$ cat src/rtl/serial_adder_pkg.sv
// Shared constants for the bit-serial adder: FSM state encoding and default width.
package serial_adder_pkg;

  localparam int DEFAULT_WIDTH = 16;

  localparam logic [1:0] IDLE = 2'b00;
  localparam logic [1:0] RUN  = 2'b01;
  localparam logic [1:0] DONE = 2'b10;

endpackage

$ cat src/rtl/full_adder.sv
// One full-adder slice built from two half-adder cells and an OR of their carries.
module full_adder (
  input  logic a,
  input  logic b,
  input  logic cin,
  output logic sum,
  output logic carry
);

  logic s1;
  logic c1;
  logic c2;

  halfadder ha0 (
    .a     (a),
    .b     (b),
    .sum   (s1),
    .carry (c1)
  );

  halfadder ha1 (
    .a     (s1),
    .b     (cin),
    .sum   (sum),
    .carry (c2)
  );

  assign carry = c1 | c2;

endmodule

$ cat src/rtl/halfadder.sv
// Team half-adder cell: one-bit sum and carry of two inputs.
module halfadder (
  input  logic a,
  input  logic b,
  output logic sum,
  output logic carry
);

  assign sum   = a ^ b;
  assign carry = a & b;

endmodule

$ cat src/rtl/serial_adder16.sv
// Bit-serial two's-complement adder: one full-adder slice reused per clock, LSB first,
// with valid/ready handshakes on operands and result plus zr/ng flags.
module serial_adder16
  import serial_adder_pkg::*;
#(
  parameter int WIDTH = DEFAULT_WIDTH,
  localparam int CNT_W = $clog2(WIDTH)
) (
  input  logic             clk,
  input  logic             rst,
  input  logic             in_valid,
  output logic             in_ready,
  input  logic [WIDTH-1:0] a,
  input  logic [WIDTH-1:0] b,
  input  logic             cin,
  output logic             out_valid,
  input  logic             out_ready,
  output logic [WIDTH-1:0] sum,
  output logic             carry,
  output logic             zr,
  output logic             ng,
  output logic             busy
);

  localparam logic [CNT_W-1:0] LAST = CNT_W'(WIDTH - 1);

  logic [1:0]       state;
  logic [CNT_W-1:0] count;
  logic             carry_reg;
  logic [WIDTH-1:0] sum_sh;
  logic [WIDTH-1:0] a_sh;
  logic [WIDTH-1:0] b_sh;
  logic             fa_sum;
  logic             fa_carry;

  full_adder slice (
    .a     (a_sh[0]),
    .b     (b_sh[0]),
    .cin   (carry_reg),
    .sum   (fa_sum),
    .carry (fa_carry)
  );

  // Each RUN edge retires one bit; the sum enters at the MSB and walks down to bit 0.
  always_ff @(posedge clk or posedge rst) begin
    if (rst) begin
      state     <= IDLE;
      count     <= '0;
      carry_reg <= 1'b0;
      sum_sh    <= '0;
      a_sh      <= '0;
      b_sh      <= '0;
    end else begin
      case (state)
        IDLE: begin
          if (in_valid) begin
            a_sh      <= a;
            b_sh      <= b;
            carry_reg <= cin;
            count     <= '0;
            state     <= RUN;
          end
        end
        RUN: begin
          sum_sh    <= {fa_sum, sum_sh[WIDTH-1:1]};
          a_sh      <= a_sh >> 1;
          b_sh      <= b_sh >> 1;
          carry_reg <= fa_carry;
          if (count == LAST) begin
            state <= DONE;
          end else begin
            count <= count + CNT_W'(1);
          end
        end
        DONE: begin
          if (out_ready) begin
            state <= IDLE;
          end
        end
        default: state <= IDLE;
      endcase
    end
  end

  // Handshake outputs decode straight from the state register so reset clears them at once.
  assign in_ready  = (state == IDLE);
  assign out_valid = (state == DONE);
  assign busy      = (state != IDLE);
  assign sum       = sum_sh;
  assign carry     = carry_reg;
  assign zr        = (sum_sh == '0);
  assign ng        = sum_sh[WIDTH-1];

endmodule
$ cat config.mk
export PLATFORM = sky130hd
export DESIGN_NAME = serial_adder16
export DESIGN_NICKNAME = d
export VERILOG_FILES = /design/src/rtl/serial_adder_pkg.sv /design/src/rtl/full_adder.sv /design/src/rtl/halfadder.sv /design/src/rtl/serial_adder16.sv
export SDC_FILE = /design/constraint.sdc
export NUM_CORES = 1
export LEC_CHECK = 0
export ABC_CLOCK_PERIOD_IN_PS = 1800
export CORE_MARGIN = 4
export CORE_UTILIZATION = 38
export CTS_BUF_LIST = sky130_fd_sc_hd__clkbuf_8
export CTS_CLUSTER_SIZE = 40
export DETAILED_ROUTE_END_ITERATION = 6
export PLACE_DENSITY = 0.65
export SYNTH_ARGS = -nofsm -noshare
export SYNTH_HDL_FRONTEND = slang
export SYNTH_HIERARCHICAL = 1
export SYNTH_SLANG_ARGS = --single-unit
$ cat constraint.sdc
create_clock -name clk -period 1.8 [get_ports clk]
set_clock_uncertainty 0.05 [all_clocks]
set_input_delay 0.45 -clock clk [delete_from_list [all_inputs] [get_ports clk]]
set_output_delay 0.45 -clock clk [all_outputs]
set_load 0.01 [all_outputs]
==> out/results.ini, run 1 <==
[run_status]
status=complete, but fails checks
violations=setup timing

[cells_and_area]
final_nets=408
fill_cells=644
n_antenna_cell=0
fin_cells=465
drive_above_1_share_pct=14.4
area_growth_pct=35.2

[synth]
synth_mux_area_share_pct=0
yosysTopAreaCellShare_pct=50.7
syn_nets=333
ys_ff_latch=55
synth_top_area_cell=dfrtp_1
synth_area_per_cell_sq_um=9.27
synth.most_common_cell=dfrtp_1
yosysSeqAreaShare_pct=50.7
ys.flop_type=dfrtp_1
synth_edf_count=0
ys_warn_count=6
synth-xor-area-share_pct=0.322
synthArstFlopShare_pct=100
synthTopCellsByArea=dfrtp_1 51%, a22oi_1 8.6%, nor2b_1 7.4%, nand2_1 7.0%, a21oi_1 6.4%
synth_compound_area_share_pct=23.5
synth_common_cells=55 x dfrtp_1, 51 x nand2_1, 35 x a21oi_1
synth_cells=293
synth_cell_type_count=29
synth_top_family_by_area=compound AO/OA/AOI/OAI gates
yosys.area_share.simple_pct=18.5
netlist_area_sq_um=2720
synthAdderAreaFrac_pct=1.38

[clock_network]
cts_sinks=55
root_buffer=clkbuf_8
postCtsHoldBufs=0
worstSkewPairLatency_ns=0.31
cts_max_path_buffers=2
cts_buffers=5
cts_max_level=2
path_clk_slew_ns=0.11
cts_tree=done

[placement]
dp.cells=453
dp_hpwl_mm=4.47
place_congestion=0.772
dp_slack_ns=-0.181
portBuffers=58

[sta]
slew_violations=0
fmax_mhz=539
max_slew_margin_pct=80.5
tightest_slew_ns=0.293
period_needed_ns=1.86
fin_ws_ns=-0.0567
fin_tns_setup_ns=-0.0567
finalSetupViolCount=1
post-route-period-util_pct=103
rsz0062_at_grt=yes
hold_ws_ns=0.474
hold_violations=0

[worst_setup_path]
arrival_ns=1.36
start_kind=flip-flop
required_ns=1.30
crit_path_start=sum[11]$_DFFE_PP0N_
critPathMaxFanout=2
critPathKind=reg2out
reg2regPathDepth=8
endpoint=zr
reg2reg_from=state[0]$_DFFE_PP0P_
regToRegSetupSlack_ns=0.11
cp-end-kind=output port
reg2reg_to=sum[6]$_DFFE_PP0N_

[drt]
drt-total-wl_mm=6.46
wl_per_cell_um=13.9
drtIter0Drc=111
drtPass1Iterations=6
via_per_inst=4.95
vias=2300
ant_nets=0
drc=0

[die]
initial_core_util_pct=39.5
die_height_um=92.5
dieArea_sq_um=8560
io_pins=59
coreArea_sq_um=6870
fp.dieW_um=92.5
core.rowCount=30

[global_route]
grt_pass1_vias=2246
antenna_found_initial=0
grt_remaining_overflow=0
grt_util_all_layers_pct=15.3
grt_pass1_wl_mm=10.7
grt_max_degree=56

[power]
p_per_area_nw_per_um2=1500
p_leak_nw=1.71
ir_drop_v=0.000697

[job]
maxCapViolCount=0

[worst_hold_path]
hold_path.class=reg2reg

==> final cells by class <==
type	instances	area, sq um	area share [%]
clock buffers	5	68.8	1.87
clock inverters	3	46.3	1.26
inverters	4	18.8	0.511
multi-input cells	211	1210	33.0
flip-flops and latches	55	1380	37.5
well taps	96	120	3.27
repair buffers	91	830	22.6
==> cells by family after synthesis <==
family                   count (synthesis)
adder cells (fa/ha/maj)                  3
XOR/XNOR                                 1
buffers and inverters                   27
AND/OR/NAND/NOR                        100
AO/OA/AOI/OAI                          107
flip-flops                              55
==> worst max-delay path: stages (launching register included) <==
cell and delay, ns:
dfrtp_1 0.40, nor4_2 0.30, and4_1 0.22, buf_2 0.13
==> routing by layer <==
metal | vias to the layer above | GRT usage (%) | wire, um
li1 | 1167 | - | -
met1 | 1101 | 20.3 | 3070
met2 | 27 | 25.6 | 3150
met3 | 5 | 3.09 | 185
met4 | 0 | 3.71 | 55
met5 | - | 0 | 0
==> timing repair <==
item,in CTS,in global routing
setup buffers,3,1
cloned,0,0
gates resized for setup,29,6
endpoints found under the setup margin,20,5
hold endpoints to repair,0,0
pin swaps,2,0
==> cell usage in the layout (no fill, tap or decap), drive strengths merged, types with 4 or more instances in the layout <==
cell type and count:
dfrtp 55, nand2 51, clkdlybuf4s50 36, a21oi 36, buf 34, o21ai 33
nor2b 32, a22oi 31, dlygate4sd2 16, clkbuf 6, and2b 4, inv 4
nor4 4
==> report_power, final <==
group / switching [mW] / internal [mW] / leakage (nW) / total (mW)
Clock: 0.423 / 0.420 / 0.0548 / 0.843
Combinational: 1.35 / 1.26 / 0.946 / 2.61
Sequential: 0.340 / 1.71 / 0.714 / 2.05
==> worst min path at each step <==
stage                         start                   end  slack [ns]  cells after the start
2_1_floorplan  b_sh[15]$_DFFE_PP0P_  b_sh[15]$_DFFE_PP0P_        0.42                      2
3_3_place_gp   b_sh[15]$_DFFE_PP0P_  b_sh[15]$_DFFE_PP0P_        0.43                      2
3_5_place_dp   a_sh[15]$_DFFE_PP0P_  a_sh[15]$_DFFE_PP0P_        0.45                      2
4_1_cts        b_sh[15]$_DFFE_PP0P_  b_sh[15]$_DFFE_PP0P_        0.48                      2
5_1_grt         a_sh[2]$_DFFE_PP0P_   a_sh[1]$_DFFE_PP0P_        0.51                      2
6_report       b_sh[15]$_DFFE_PP0P_  b_sh[15]$_DFFE_PP0P_        0.47                      2
==> stage by stage <==
stage	area (sq um)	total power, mW	utilization [%]
floorplan	2720	3.64	-
global placement	3530	4.69	51.4
detailed placement	3530	4.75	51.4
CTS	3660	5.53	53.2
global route	3670	5.94	53.5
finish	3670	5.50	53.5
(Power assumes the default switching activity.)
==> run 2: changes to the inputs <==
- CTS_CLUSTER_SIZE: 40 -> 28
==> results of run 2 <==
Same layout as run 1: the final DEF is identical, and so are final timing and power.
